## src/rtl/mem_arbiter.sv

```systemverilog
// mem_arbiter
// Sequences the single shared memory port between the instruction fetcher
// (port F) and the load/store accessor (port A). One transaction is in
// flight at a time. A has priority because it holds the older instruction,
// and a starvation counter forces an F grant after STARVE_LIMIT consecutive
// A grants while F was waiting.
//
// Ports:
//   clk, reset                  clock, asynchronous active-high reset
//   fetch_req/fetch_addr        F read request (held until fetch_done)
//   fetch_done/fetch_rdata      F completion pulse and registered read data
//   access_req/addr/wdata/wstrb A request (wstrb == 0 means read)
//   access_done/access_rdata    A completion pulse and registered read data
//   mem_ready/addr/wdata/wstrb  memory request, held until mem_valid
//   mem_valid/mem_rdata         memory acknowledge and read data
//   mem_err                     sticky timeout flag
//
// Optional feature macro: MEM_TIMEOUT_EN enables a watchdog that abandons a
// silent memory transaction after TIMEOUT_CYCLES busy cycles, returning
// 32'hFFFF_FFFF to the requester and setting mem_err. Without it mem_err is 0.

module mem_arbiter #(
  parameter int STARVE_LIMIT   = 4,
  parameter int TIMEOUT_CYCLES = 255
) (
  input  logic        clk,
  input  logic        reset,
  input  logic        fetch_req,
  input  logic [31:0] fetch_addr,
  output logic        fetch_done,
  output logic [31:0] fetch_rdata,
  input  logic        access_req,
  input  logic [31:0] access_addr,
  input  logic [31:0] access_wdata,
  input  logic [3:0]  access_wstrb,
  output logic        access_done,
  output logic [31:0] access_rdata,
  output logic        mem_ready,
  output logic [31:0] mem_addr,
  output logic [31:0] mem_wdata,
  output logic [3:0]  mem_wstrb,
  input  logic        mem_valid,
  input  logic [31:0] mem_rdata,
  output logic        mem_err
);

  typedef enum logic [1:0] {
    IDLE   = 2'd0,
    BUSY_F = 2'd1,
    BUSY_A = 2'd2
  } state_t;

  localparam logic [3:0] STARVE_MAX = 4'(STARVE_LIMIT);

  // Elaboration-time guard on the parameter ranges.
  if (STARVE_LIMIT < 1 || STARVE_LIMIT > 15) begin : g_bad_starve_limit
    $error("mem_arbiter: STARVE_LIMIT must be in 1..15");
  end
  if (TIMEOUT_CYCLES < 1 || TIMEOUT_CYCLES > 255) begin : g_bad_timeout
    $error("mem_arbiter: TIMEOUT_CYCLES must be in 1..255");
  end

  state_t      state, state_n;
  logic [3:0]  starve_cnt, starve_cnt_n;
  logic        mem_ready_n;
  logic [31:0] mem_addr_n, mem_wdata_n;
  logic [3:0]  mem_wstrb_n;
  logic        fetch_done_n, access_done_n;
  logic [31:0] fetch_rdata_n, access_rdata_n;

  logic        turnaround, fetch_go, access_go;
  logic        timeout, resp;
  logic [31:0] resp_data;

  // The cycle in which a done pulse is visible is a turnaround cycle: the
  // finishing requester is dropping its request, and no new grant is made,
  // which gives the 3-cycle minimum per transaction.
  assign turnaround = fetch_done | access_done;
  assign fetch_go   = fetch_req  & ~turnaround;
  assign access_go  = access_req & ~turnaround;

  // A transaction ends either on the memory acknowledge or on a watchdog
  // expiry; the latter returns all-ones data.
  assign resp      = (state != IDLE) && (mem_valid || timeout);
  assign resp_data = mem_valid ? mem_rdata : 32'hFFFF_FFFF;

`ifdef MEM_TIMEOUT_EN
  localparam logic [7:0] WDOG_LAST = 8'(TIMEOUT_CYCLES - 1);

  logic [7:0] wdog;
  logic       err;

  assign timeout = (state != IDLE) && !mem_valid && (wdog == WDOG_LAST);
  assign mem_err = err;

  // Watchdog counts busy cycles and is zero whenever a new grant lands.
  always_ff @(posedge clk or posedge reset) begin
    if (reset) begin
      wdog <= '0;
      err  <= 1'b0;
    end else begin
      if (state == IDLE || resp) begin
        wdog <= '0;
      end else begin
        wdog <= wdog + 8'd1;
      end
      if (timeout) begin
        err <= 1'b1;
      end
    end
  end
`else
  assign timeout = 1'b0;
  assign mem_err = 1'b0;
`endif

  // State and output registers.
  always_ff @(posedge clk or posedge reset) begin
    if (reset) begin
      state        <= IDLE;
      starve_cnt   <= '0;
      mem_ready    <= 1'b0;
      mem_addr     <= '0;
      mem_wdata    <= '0;
      mem_wstrb    <= '0;
      fetch_done   <= 1'b0;
      access_done  <= 1'b0;
      fetch_rdata  <= '0;
      access_rdata <= '0;
    end else begin
      state        <= state_n;
      starve_cnt   <= starve_cnt_n;
      mem_ready    <= mem_ready_n;
      mem_addr     <= mem_addr_n;
      mem_wdata    <= mem_wdata_n;
      mem_wstrb    <= mem_wstrb_n;
      fetch_done   <= fetch_done_n;
      access_done  <= access_done_n;
      fetch_rdata  <= fetch_rdata_n;
      access_rdata <= access_rdata_n;
    end
  end

  // Arbitration and transaction sequencing.
  always_comb begin
    state_n        = state;
    starve_cnt_n   = starve_cnt;
    mem_ready_n    = mem_ready;
    mem_addr_n     = mem_addr;
    mem_wdata_n    = mem_wdata;
    mem_wstrb_n    = mem_wstrb;
    fetch_done_n   = 1'b0;
    access_done_n  = 1'b0;
    fetch_rdata_n  = fetch_rdata;
    access_rdata_n = access_rdata;

    case (state)
      IDLE: begin
        if (access_go && (!fetch_go || starve_cnt < STARVE_MAX)) begin
          state_n     = BUSY_A;
          mem_ready_n = 1'b1;
          mem_addr_n  = access_addr;
          mem_wdata_n = access_wdata;
          mem_wstrb_n = access_wstrb;
          // Only grants that pass over a waiting F count toward starvation.
          if (fetch_go) begin
            starve_cnt_n = starve_cnt + 4'd1;
          end
        end else if (fetch_go) begin
          state_n      = BUSY_F;
          starve_cnt_n = '0;
          mem_ready_n  = 1'b1;
          mem_addr_n   = fetch_addr;
          mem_wdata_n  = '0;
          mem_wstrb_n  = '0;
        end
      end
      BUSY_F: begin
        if (resp) begin
          state_n       = IDLE;
          mem_ready_n   = 1'b0;
          fetch_done_n  = 1'b1;
          fetch_rdata_n = resp_data;
        end
      end
      BUSY_A: begin
        if (resp) begin
          state_n        = IDLE;
          mem_ready_n    = 1'b0;
          access_done_n  = 1'b1;
          access_rdata_n = resp_data;
        end
      end
      default: begin
        state_n     = IDLE;
        mem_ready_n = 1'b0;
      end
    endcase
  end

endmodule

```

## config.mk

```make
export PLATFORM = sky130hd
export DESIGN_NAME = mem_arbiter
export DESIGN_NICKNAME = d
export VERILOG_FILES = /design/src/rtl/mem_arbiter.sv
export SDC_FILE = /design/constraint.sdc
export NUM_CORES = 1
export LEC_CHECK = 0
export ABC_CLOCK_PERIOD_IN_PS = 11100
export CAP_MARGIN = 15
export CORE_ASPECT_RATIO = 0.9
export CORE_MARGIN = 4
export CORE_UTILIZATION = 44
export CTS_CLUSTER_SIZE = 8
export DETAILED_ROUTE_END_ITERATION = 8
export GPL_ROUTABILITY_DRIVEN = 0
export HOLD_SLACK_MARGIN = 0.15
export PLACE_DENSITY_LB_ADDON = 0.08
export SLEW_MARGIN = 10
export SYNTH_ARGS = -nofsm -noshare
export SYNTH_HDL_FRONTEND = slang
export SYNTH_SLANG_ARGS = --single-unit
```

## constraint.sdc

```tcl
create_clock -name clk -period 11.1 [get_ports clk]
set_input_delay 1.11 -clock clk [delete_from_list [all_inputs] [get_ports clk]]
set_output_delay 1.11 -clock clk [all_outputs]
set_load 0.005 [all_outputs]
```

==> metrics.md <==
| Metric | Value |
|---|---|
| Status | `complete, no violations` |
| Worst reg-to-reg setup slack | `8.68 ns` |
| Maximum Capacitance Violations | `0` |
| Chip Width | `129.2 um` |
| Resize count post-CTS | `0` |
| Synthesized area | `5821 um^2` |
| Top Ports | `273` |
| R2R Path End | `mem_wdata[20]` |
| H-tree depth | `4` |
| Vias in the first global route | `4,974` |
| Crit-path max FO | `37` |
| Clock latency on the worst-skew pair | `0.42 ns` |
| Leakage | `0.003846 uW` |
| Hold Path Depth | `1` |
| CP required | `11.37 ns` |
| Cell Rows | `39` |
| Gr ovfl total | `0` |
| Port bufs | `271` |
| Seq cells post-synth | `141` |
| DRT iter0 DRCs | `434` |
| EDFF count, synth | `0` |
| Final Skew | `0.01107 ns` |
| Layout cells sized above 1 | `15.51%` |
| First-pass GRT wire length | `27.18 mm` |
| Synth Area per Inst | `12.82 um^2` |
| Hold Crit Start | `access_rdata[18]` |
| Final Slew Violations | `0` |
| Hold EP | `access_rdata[18]` |
| Post-synth cell types | `35` |
| Hold_buf cts | `0` |
| Final min period | `2.884 ns` |
| Ys async rst share | `100.0%` |
| Initial Util | `45.35%` |
| Antenna violations before repair | `0` |
| Fin nets | `850` |
| Fin. Hold Viols | `0` |
| Kind of start point of the critical path | `input pin` |
| Synth Flop Type | `dfrtp_1` |
| Die height | `117.1 um` |
| Yosys warns | `0` |
| Unrepaired setup endpoints after global routing | `no` |
| DR pass1 iterations | `7` |
| CTS Sinks | `141` |
| Die area | `15,140 um^2` |
| Total CTS buffers | `17` |
| Setup Fix Bufs, Post-CTS | `0` |
| CTS tree | `built` |
| Clock transition at path regs | `0.06 ns` |
| Drt wl/cell | `20.34 um` |
| Antenna-violating nets left | `0` |
| Root Buffer | `clkbuf_16` |
| Clock Path Buffers | `2` |
| Worst r2r path cells | `6` |
| Total chip power | `2567 uW` |
| GRT Util Overall | `23.39%` |
| Drt via density | `5.552` |
| Hold crit path type | `reg2reg` |
| WP data arrival | `3.16 ns` |
| Total Routed Length | `18.03 mm` |
| Syn_nets | `595` |
| Seq/Total Area, Yosys | `60.62%` |
| Sum Neg Setup Slack | `0 ns` |
| Actual slew at the worst max-slew pin | `1.098 ns` |
| Core Box Area | `12,830 um^2` |
| Drt drc | `0` |
| Area grow syn2layout | `57.85%` |
| RR Startpoint | `state[1]` |
| Via count | `4,919` |
| Hpwl dp | `12.17 mm` |
| IR Drop Worst-Case VDD | `0.2033 mV` |
| Pin count of the biggest net entering global routing | `74` |
| FMAX | `0.3467 GHz` |
| Critical setup path kind | `in2reg` |
| Inserted Diodes | `0` |
| Setup Viol. Count Final | `0` |
| Power per cell area | `279.4 nW/um^2` |
| Mapped Cells | `454` |
| Max_slew headroom | `26.78%` |
| Period utilization | `25.98%` |
| Crit end category | `flip-flop` |
-- cells in the final DEF, fill, tap and decap left out, types with 2 or more instances in the layout --
| cell | instances |
|---|---|
| buf_4 | 8 |
| dfrtp_1 | 141 |
| clkbuf_8 | 6 |
| bufinv_16 | 2 |
| clkinvlp_4 | 4 |
| a31oi_1 | 34 |
| clkbuf_16 | 17 |
| clkdlybuf4s50_1 | 271 |
| inv_1 | 5 |
| nand2_1 | 4 |
| o21ai_1 | 10 |
| nand4_1 | 33 |
| a21oi_1 | 34 |
| mux2_2 | 65 |
| a22o_1 | 37 |
| nor2b_1 | 2 |
| inv_6 | 2 |
| o21ai_0 | 22 |
| ha_1 | 4 |
-- sequential cells by signal, summed over array words and instances, names as in the netlist --
signal,count
access_rdata,32
mem_addr,32
mem_wstrb,4
fetch_rdata,32
mem_wdata,32
access_done,1
state,2
mem_ready,1
starve_cnt,4
fetch_done,1
-- synthesized netlist by cell type (2+ instances only) --
| library cell | instances | area share, % |
|---|---|---|
| buf_4 | 2 | 0.26 |
| a31oi_1 | 34 | 3.7 |
| dfrtp_1 | 141 | 61 |
| mux2_2 | 65 | 13 |
| o21ai_0 | 22 | 1.9 |
| buf_2 | 20 | 1.7 |
| a21oi_1 | 34 | 2.9 |
| ha_1 | 4 | 0.86 |
| nor2b_1 | 2 | 0.21 |
| a22o_1 | 37 | 5.6 |
| nand4_1 | 33 | 3.5 |
| inv_1 | 6 | 0.39 |
| nand2_1 | 4 | 0.26 |
| o21ai_1 | 10 | 0.86 |
| clkbuf_1 | 15 | 0.97 |
| buf_6 | 6 | 1.2 |
-- cells by family after synthesis --
kind of cell / Yosys count / share of synthesized area (%)
adder cells (fa/ha/maj): 4 / 0.8599
AND/OR/NAND/NOR: 50 / 5.503
buffers and inverters: 49 / 4.493
AO/OA/AOI/OAI: 144 / 15.89
multiplexers: 65 / 12.58
flip-flops: 141 / 60.62
other: 1 / 0.06443
-- worst max-delay path: stages --
cell and delay [ns]:
clkdlybuf4s50_1 0.46, buf_4 0.38, or2_1 0.19, buf_4 0.38
and2_4 0.46, a31oi_1 0.15
-- metrics by stage --
step	instance area, um^2	instances	setup slack [ns]	hold WS [ns]	utilization, %
2_1_floorplan	5821	454	6.209	0.4771	-
3_3_place_gp	8571	854	7.771	0.4863	66.78
3_5_place_dp	8571	854	7.671	0.4899	66.78
4_1_cts	9186	886	8.091	0.5057	71.58
5_1_grt	9188	886	8.117	0.5142	71.59
6_report	9188	886	8.216	0.5002	71.59
-- layer usage --
metal,routed length [um],global-route usage [%]
met5,0,0
met2,8753,37.22
met4,295,7.908
met3,2279,10.62
met1,6696,28.53
-- report_power, final --
| group | switching, uW | internal, uW | leakage, uW | total [uW] |
|---|---|---|---|---|
| sequential | 137 | 759 | 0.00171 | 896 |
| clock | 212 | 367 | 0.000291 | 579 |
| combinational | 426 | 666 | 0.00184 | 1090 |
-- cell type report --
cell class / instances / area [um^2]
Fill cell: 909 / 3646
Sequential cell: 141 / 3528
Timing Repair Buffer: 279 / 2773
Multi-Input combinational cell: 264 / 2038
Clock buffer: 24 / 511.7
Tap cell: 164 / 205.2
Clock inverter: 8 / 103.9
Inverter: 6 / 27.53
-- worst max path at each step --
stage	end	depth (start not counted)	startpoint
finish	mem_addr[6]	6	access_req
global route	starve_cnt[0]	4	fetch_req
CTS	mem_wdata[20]	4	access_req
detailed placement	mem_wdata[13]	4	access_req
global placement	mem_wdata[19]	4	access_req
floorplan	access_done	1	reset
No activity file was read; power rests on OpenSTA's default activity.
